## config.mk

```make
export PLATFORM = sky130hd
export DESIGN_NAME = alu_pipe
export DESIGN_NICKNAME = d
export VERILOG_FILES = /design/src/rtl/alu_pkg.sv /design/src/rtl/alu_mul_seq.sv /design/src/rtl/alu_pipe.sv
export SDC_FILE = /design/constraint.sdc
export NUM_CORES = 1
export LEC_CHECK = 0
export CORE_MARGIN = 10
export CORE_UTILIZATION = 24
export DETAILED_ROUTE_END_ITERATION = 8
export PLACE_DENSITY_LB_ADDON = 0.05
export SKIP_CTS_REPAIR_TIMING = 1
export SLEW_MARGIN = 20
export SYNTH_ARGS = -nofsm -noshare
export SYNTH_HDL_FRONTEND = slang
export SYNTH_HIERARCHICAL = 1
export SYNTH_SLANG_ARGS = --single-unit
export TNS_END_PERCENT = 5
```

## constraint.sdc

```tcl
create_clock -name clock -period 5 [get_ports clock]
set_clock_uncertainty 0.05 [all_clocks]
set_input_delay 1.25 -clock clock [delete_from_list [all_inputs] [get_ports clock]]
set_output_delay 1.25 -clock clock [all_outputs]
set_load 0.1 [all_outputs]
```

## src/rtl/alu_pkg.sv

```systemverilog
// alu_pkg: opcodes, FSM states and default width shared by alu_pipe and alu_mul_seq
package alu_pkg;
  localparam int ALU_WIDTH_DEF = 16;
  localparam logic [2:0] ALU_PASS = 3'd0;
  localparam logic [2:0] ALU_ADD  = 3'd1;
  localparam logic [2:0] ALU_SUB  = 3'd2;
  localparam logic [2:0] ALU_MUL  = 3'd3;
  localparam logic [2:0] ALU_AND  = 3'd4;
  localparam logic [2:0] ALU_OR   = 3'd5;
  localparam logic [2:0] ALU_XOR  = 3'd6;
  localparam logic [2:0] ALU_SHL  = 3'd7;
  typedef enum logic [1:0] {IDLE, MUL_RUN, MUL_HOLD} alu_state_t;
endpackage

```

## src/rtl/alu_mul_seq.sv

```systemverilog
// alu_mul_seq: iterative shift-add multiplier, one multiplier bit per cycle, result held while stalled
module alu_mul_seq #(
  parameter int WIDTH = 16
) (
  input  logic               clock,
  input  logic               reset,
  input  logic               start,
  input  logic               stall,
  input  logic [WIDTH-1:0]   a,
  input  logic [WIDTH-1:0]   b,
  output logic               done,
  output logic [2*WIDTH-1:0] prod
);
  localparam int CW = $clog2(WIDTH);
  logic run, hold, last;
  logic [CW-1:0] cnt;
  logic [2*WIDTH-1:0] acc, a_sh, acc_nx;
  logic [WIDTH-1:0] b_sh;
  always_comb begin
    acc_nx = acc + (b_sh[0] ? a_sh : '0);
    last = run && cnt == CW'(WIDTH - 1);
    done = last || hold;
    prod = hold ? acc : acc_nx;
  end
  always_ff @(posedge clock)
    if (reset) begin
      run <= 1'b0;
      hold <= 1'b0;
      cnt <= '0;
      acc <= '0;
      a_sh <= '0;
      b_sh <= '0;
    end else if (start) begin
      run <= 1'b1;
      hold <= 1'b0;
      cnt <= '0;
      acc <= '0;
      a_sh <= {{WIDTH{1'b0}}, a};
      b_sh <= b;
    end else if (run) begin
      acc <= acc_nx;
      a_sh <= a_sh << 1;
      b_sh <= b_sh >> 1;
      cnt <= cnt + CW'(1);
      run <= !last;
      hold <= last && stall;
    end else if (hold && !stall) begin
      hold <= 1'b0;
    end
endmodule

```

## src/rtl/alu_pipe.sv

```systemverilog
// alu_pipe: valid/ready WIDTH-bit ALU with iterative MUL; define ALU_SAT_EN for saturating ADD/SUB/MUL
module alu_pipe
  import alu_pkg::*;
#(
  parameter int WIDTH = ALU_WIDTH_DEF
) (
  input  logic             clock,
  input  logic             reset,
  input  logic             in_valid,
  output logic             in_ready,
  input  logic [WIDTH-1:0] in1,
  input  logic [WIDTH-1:0] in2,
  input  logic [2:0]       alu_op,
  output logic             out_valid,
  input  logic             out_ready,
  output logic [WIDTH-1:0] out,
  output logic             z,
  output logic             n,
  output logic             c,
  output logic             v,
  output logic             busy
);
  localparam int SHW = $clog2(WIDTH);
  alu_state_t state, state_nx;
  logic out_free, accept, mul_start, mul_done, load, mul_c, c_nx, v_nx;
  logic [2*WIDTH-1:0] prod;
  logic [WIDTH:0] sum, diff, shl;
  logic [WIDTH-1:0] raw, res;
  alu_mul_seq #(.WIDTH(WIDTH)) u_mul (
    .clock(clock),
    .reset(reset),
    .start(mul_start),
    .stall(!out_free),
    .a(in1),
    .b(in2),
    .done(mul_done),
    .prod(prod)
  );
  always_comb begin
    out_free = !out_valid || out_ready;
    busy = state != IDLE;
    in_ready = !busy && out_free;
    accept = in_valid && in_ready;
    mul_start = accept && alu_op == ALU_MUL;
    load = (accept && alu_op != ALU_MUL) || (busy && mul_done && out_free);
    sum = {1'b0, in1} + {1'b0, in2};
    diff = {1'b0, in1} - {1'b0, in2};
    shl = {1'b0, in1} << in2[SHW-1:0];
    mul_c = |prod[2*WIDTH-1:WIDTH];
    c_nx = busy ? mul_c : alu_op == ALU_ADD ? sum[WIDTH] : alu_op == ALU_SUB ? diff[WIDTH] :
           alu_op == ALU_SHL ? shl[WIDTH] : 1'b0;
    v_nx = busy ? 1'b0 :
           alu_op == ALU_ADD ? (in1[WIDTH-1] == in2[WIDTH-1]) && (sum[WIDTH-1] != in1[WIDTH-1]) :
           alu_op == ALU_SUB ? (in1[WIDTH-1] != in2[WIDTH-1]) && (diff[WIDTH-1] != in1[WIDTH-1]) : 1'b0;
    raw = busy ? prod[WIDTH-1:0] : alu_op == ALU_ADD ? sum[WIDTH-1:0] : alu_op == ALU_SUB ? diff[WIDTH-1:0] :
          alu_op == ALU_AND ? in1 & in2 : alu_op == ALU_OR ? in1 | in2 : alu_op == ALU_XOR ? in1 ^ in2 :
          alu_op == ALU_SHL ? shl[WIDTH-1:0] : in1;
`ifdef ALU_SAT_EN
    res = busy ? (c_nx ? '1 : raw) : alu_op == ALU_ADD && c_nx ? '1 : alu_op == ALU_SUB && c_nx ? '0 : raw;
`else
    res = raw;
`endif
    state_nx = state == IDLE ? (mul_start ? MUL_RUN : IDLE) :
               state == MUL_RUN ? (mul_done ? (out_free ? IDLE : MUL_HOLD) : MUL_RUN) :
               out_free ? IDLE : MUL_HOLD;
  end
  always_ff @(posedge clock)
    state <= reset ? IDLE : state_nx;
  always_ff @(posedge clock)
    if (reset) begin
      out_valid <= 1'b0;
      out <= '0;
      {z, n, c, v} <= 4'b0;
    end else if (load) begin
      out_valid <= 1'b1;
      out <= res;
      z <= res == '0;
      n <= res[WIDTH-1];
      c <= c_nx;
      v <= v_nx;
    end else if (out_ready) begin
      out_valid <= 1'b0;
    end
endmodule

```

# After elaboration in Yosys (flattened, before gate mapping)
# Index checks and enable logic that the tools add are counted.
# classes
n_addsub	4
n_eq_ne	14
shift	1
n_mux	31
n_bitwise	3
reduce_logical	26
# ops
cell	count
$mux 16	11
$mux 32	2
$add 32x32->32	1
$add 16x16->17	1
$shl 16x4->17	1
$sub 16x16->17	1
$and 16x16->16	1
$logic_not 16->1	1
$or 16x16->16	1
$reduce_or 16->1	1
$xor 16x16->16	1
$mux 1	14
$eq 3x3->1 const B	4
$logic_and 1x1->1	11
$mux 2	4
$reduce_bool 2->1	4
$eq 3x2->1 const B	2
$add 4x1->4 const B	1
$eq 4x4->1 const B	1
$logic_not 1->1	4
$eq 3x1->1 const B	1
$logic_or 1x1->1	3
$ne 1x1->1	3
$ne 3x2->1 const B	1
4 further kinds	4
# word_totals
regBits	109
input_bits	39
output_inout_bits	23
wordCells	93

# Depth between registers and ports, before layout
# logic_depth
ltp_word	9
ltp_mapped	16
depth_no_buf	15

# Modules after synthesis
# Netlist, hierarchy kept.
# by_module_without_submodules
mod	instances	cells_each	area_per_inst_um2	seq_area_each_um2
alu_mul_seq	1	765	5911.9	1721.7
alu_pipe	1	682	4823.4	440.4

# Worst setup path after synthesis
# OpenSTA, ideal clock, no wires.
# synth_timing
path_kind	input to register
startpoint	input port in1[0]
endpoint	register z
setup_time_ns	0.084
arrival_time_ns	4.346
required_ns	4.866
setup_slack_ns	0.520
cell_stages	12
path_buffers	0
path_cell_list	ha_1 > fa_1 > or4b_2 > a21oi_1 > nor2_1 > o2111ai_1 > nand4_1 > nor4_1 > and4b_1 > or4b_1 > or4_1 > o31ai_2
# synth_between
elab_chain_len	9
word_cells_on_any_way	14
cone_classes	2 x add/sub; 1 x shift; 7 x mux; 3 x bitwise; 1 x reduce/logical
# synth_lines
element	line_no	text
start: declaration	alu_pipe.sv:11	input logic [WIDTH-1:0] in1,
$shl 16x4->17	alu_pipe.sv:48	shl = {1'b0, in1} << in2[SHW-1:0];
$mux 16	alu_pipe.sv:57	alu_op == ALU_SHL ? shl[WIDTH-1:0] : in1;
$mux 16 (3 in a row)	alu_pipe.sv:56	alu_op == ALU_AND ? in1 & in2 : alu_op == ALU_OR ? in1 | in2 : alu_op == ALU_XOR ? in1 ^ in2 :
$mux 16	alu_pipe.sv:55	raw = busy ? prod[WIDTH-1:0] : alu_op == ALU_ADD ? sum[WIDTH-1:0] : alu_op == ALU_SUB ? diff[WIDTH-1:0] :
$mux 16 (*) (2 in a row)	alu_pipe.sv:55	
$logic_not 16->1 (*)	alu_pipe.sv:77	z <= res == '0;
end signal: assignment	alu_pipe.sv:73	{z, n, c, v} <= 4'b0;
end signal: assignment	alu_pipe.sv:77	
end: declaration	alu_pipe.sv:17	output logic z,
# Mark *: on every way between the ends. The rest lies on a longest branch, timed or not.
# A chain may end at the register's enable or synchronous reset.

# Final worst setup path
# layout_timing
startpoint	input port in2[0]
endpoint	register z
# layout_between
elab_chain_len	9
word_cells_on_any_way	14
cone_classes	2 x add/sub; 1 x shift; 7 x mux; 3 x bitwise; 1 x reduce/logical
# layout_lines
element	line_no	text
start: declaration	alu_pipe.sv:12	input logic [WIDTH-1:0] in2,
$shl 16x4->17	alu_pipe.sv:48	
$mux 16	alu_pipe.sv:57	
$mux 16 (3 in a row)	alu_pipe.sv:56	
$mux 16	alu_pipe.sv:55	
$mux 16 (*) (2 in a row)	alu_pipe.sv:55	
$logic_not 16->1 (*)	alu_pipe.sv:77	
# Marked as above.

==> metrics.md <==
| Metric | Value |
|---|---|
| Hold path startpoint | v |
| Sequential share of the synthesized area | 0.2014 |
| Synthesized Nets | between 1500 and 2000 |
| YS warnings | 6 |
| CTS buffer count | 9 |
| RSZ-0062 raised after global routing | no |
| CTS Sinks | 108 |
| HP Class | reg -> reg |
| Most used cell along the critical path | buf_4 |
| Post-synth top area cell | dfxtp_1 |
| Critical path arrival | 5090 ps |
| Max capacitance violation total | 0 |
| Crit start category | primary input |
| Crit Path Class | in -> reg |
| Final GP Congestion | around 0.9 |
| CP Data Required Time | 5280 ps |
| Post-Layout Cell Count | ~2200 |
| Fin crit period | 4817 ps |
| GRT Total Usage | 0.1754 |
| Final setup fails | 0 |
| Worst flop-to-flop path startpoint | u_mul/b_sh[0] |
| Die area | 0.05359 mm^2 |
| Final Util | 0.3007 |
| Gr ovfl total | 0 |
| Slew Viols, Final | 0 |
| Synthesized netlist cell count | 1447 |
| Worst-margin pin slew | 997.7 ps |
| Crit end category | flop |
| Clock transition at path regs | 90 ps |
| EDFF count, synth | 0 |
| PwrDens | 204.0 mW/mm^2 |
| Leakage | between 0.005 and 0.006 uW |
| Nets | 1714 |
| Proportion of power drawn by combinational gates | 0.353 |
| # rows | 77 |
| Via density | 5.140 |
| Routed Antenna Nets | 0 |
| Peak VDD IR | 131.8 uV |
| Async SR Flop Fraction | 0 |
| Top cells by area, synth | dfxtp_1 (20%), ha_1 (9.6%), nor2_1 (6.6%), mux2i_1 (6.1%), a21oi_1 (5.8%) |
| Top_reg_cell synth | dfxtp_1 |
| Post-synth design cell area | 0.01074 mm^2 |
| Buffer and inverter count on the worst path | 4 |
| Vias | ~11000 |
| Sw frac | 0.3715 |
| Internal Pwr Total | 1705 uW |
| CTS Buffer Depth | 2 |
| Layout cells sized above 1 | 0.1530 |
| # DRC | 0 |
| Worst r2r path cells | 16 |
| Clk_lat worst skew | 400 ps |
| #FFs+latches synth | 108 |
| CP startpoint | in2[0] |
| CP max stage delay | 530 ps |
| Initial drt markers | 688 |
| Initial antenna violation count | 1 |
| Die Ht | 231.5 um |
| Tot Pwr | 2712 uW |
| First-pass GRT wire length | 71930 um |
| Initial core utilization | 0.2428 |
| Hold Path Depth | 2 |
| Levels on crit path | 13 |
| Share of the synthesized area in the top cell type | 0.2014 |
| CTS tree | done |
| Status | finished, final reports clean |
| Worst path top cell family by delay | simple AND/OR/NAND/NOR gates |
| DP HPWL | 37670 um |
| Sequential fraction of design power | 0.330 |
| Die Span X | 231.5 um |
| Final period utilization | 0.9634 |
| Clock power share | 0.317 |
| CP max-delay cell | mux4_2 |
| Root Driver | clkbuf_16 |
| Syn_area_per_cell | around 7.4 um^2 |
| CP Cell Sequence | clkdlybuf4s50_1 -> buf_4 -> buf_4 -> mux2_2 -> mux4_2 -> a221oi_1 -> buf_4 -> o211ai_1 -> o22ai_1 -> and4b_1 -> or4b_1 -> or4_1 -> o31ai_2 |
| DR pass1 iterations | 5 |
| Largest net degree at the start of global routing | 67 |
| Layout overhead on the synthesized area | 23.88% |
| Ports | 62 |
| DRT Wirelength | around 48000 um |
| Routed len/inst | 21.87 um |
| Most frequent cells in the layout | nor2_1 (187), buf_4 (164), nand2_1 (125), a21oi_1 (125), dfxtp_1 (106) |
| Maximum fanout along the worst path | 13 |
| Switching power | ~1000 uW |
| H-tree levels | 3 |
| Core area | 0.04422 mm^2 |
| I/O Buffers | 61 |
| Synth unique cells | 98 |
| FMAX | 207.6 MHz |
| Vias in the first global route | 11080 |
| Most common cell after layout, fill and taps aside | nor2_1 |
| Slew Limit Headroom | 0.3328 |
| Final hold violation count | 0 |
| DP Cell Count | 2171 |
-- cell type report --
cell class                      instances  area, um^2
Inverter                               58       217.7
Clock buffer                           10       229.0
Multi-Input combinational cell       1184        7900
Tap cell                              592       740.7
Timing Repair Buffer                  229        1937
Antenna cell                            1       2.502
Clock inverter                          6       105.1
Sequential cell                       108        2167
Fill cell                            4895       30920
-- per-stage QoR --
step           area [um^2]  hold WS (ps)  worst slack (ps)  setup TNS (ps)
6_report             13300         408.6             182.9               0
5_1_grt              13300         430.2             26.16               0
4_1_cts              13280         410.0             41.94               0
3_5_place_dp         12940         397.8            -382.7          -382.7
3_3_place_gp         12940         402.2            -348.8          -348.8
2_1_floorplan        10740         412.8             519.7               0
-- metal layers --
| metal | up-vias | GRT usage | wire length [um] |
|---|---|---|---|
| met5 | - | 0 | 0 |
| met4 | 0 | 0.04440 | 821 |
| met3 | 34 | 0.02468 | 1825 |
| met2 | 207 | 0.2776 | 21660 |
| met1 | 5453 | 0.2446 | 23550 |
| li1 | 5553 | - | - |
-- tightest hold or removal path, delay by kind of cell, from the launching register on --
kind             cells  cell delay [ps]
AO/OA/AOI/OAI        1               50
flip-flops           1              320
AND/OR/NAND/NOR      1               50
-- final timing paths --
kind | endpoint | slack, ps
max | z | 180
min | v | 410
max reg2reg | c | 490
min reg2reg | v | 410
-- cell families (layout without fill, tap and decap cells) --
kind of cell | count (synthesis) | count (layout) | share of synthesized area
compound gates | 427 | 427 | 0.2663
xor+xnor | 26 | 26 | 0.02121
fa+ha+maj | 85 | 85 | 0.1012
buf+inv | 155 | 303 | 0.06538
flops | 108 | 108 | 0.2014
mux | 85 | 85 | 0.09347
other cells | 0 | 1 | 0
simple gates | 561 | 561 | 0.2511
-- cell usage after synthesis, types with 5 or more instances --
cell type / count
a211o_1: 6
a211oi_1: 14
a21o_1: 22
a21oi_1: 125
a221o_1: 5
a221oi_1: 5
a311oi_1: 6
a31oi_1: 15
and2_1: 43
and3_1: 14
buf_1: 9
buf_2: 8
buf_4: 5
buf_6: 12
clkbuf_1: 62
dfxtp_1: 108
ha_1: 82
inv_1: 54
mux2_2: 9
mux2i_1: 65
mux4_2: 10
nand2_1: 125
nand2b_1: 12
nand3_1: 44
nand4_1: 16
nor2_1: 188
nor2b_1: 16
nor3_1: 36
nor3b_1: 10
nor4_1: 13
o211ai_1: 15
o21a_1: 16
o21ai_0: 84
o21ai_1: 5
o21bai_1: 6
o22ai_1: 16
o31ai_1: 15
or2_2: 7
or3_1: 9
or4_1: 6
xnor2_1: 9
xor2_1: 17
-- registers in the layout, indices dropped and copies added (netlist names) --
name / count
u_mul/acc: 32
out_valid: 1
z: 1
u_mul/a_sh: 32
state: 2
out: 16
c: 1
u_mul/b_sh: 16
v: 1
u_mul/hold: 1
u_mul/run: 1
u_mul/cnt: 4
-- power groups by stage --
stage	clock [uW]	combinational (uW)	sequential (uW)
6_report	860	958	894
5_1_grt	921	1030	898
4_1_cts	901	957	896
3_5_place_dp	0	954	916
3_3_place_gp	0	962	915
2_1_floorplan	0	421	1010
Note: power is estimated with default switching activity, not from simulation.
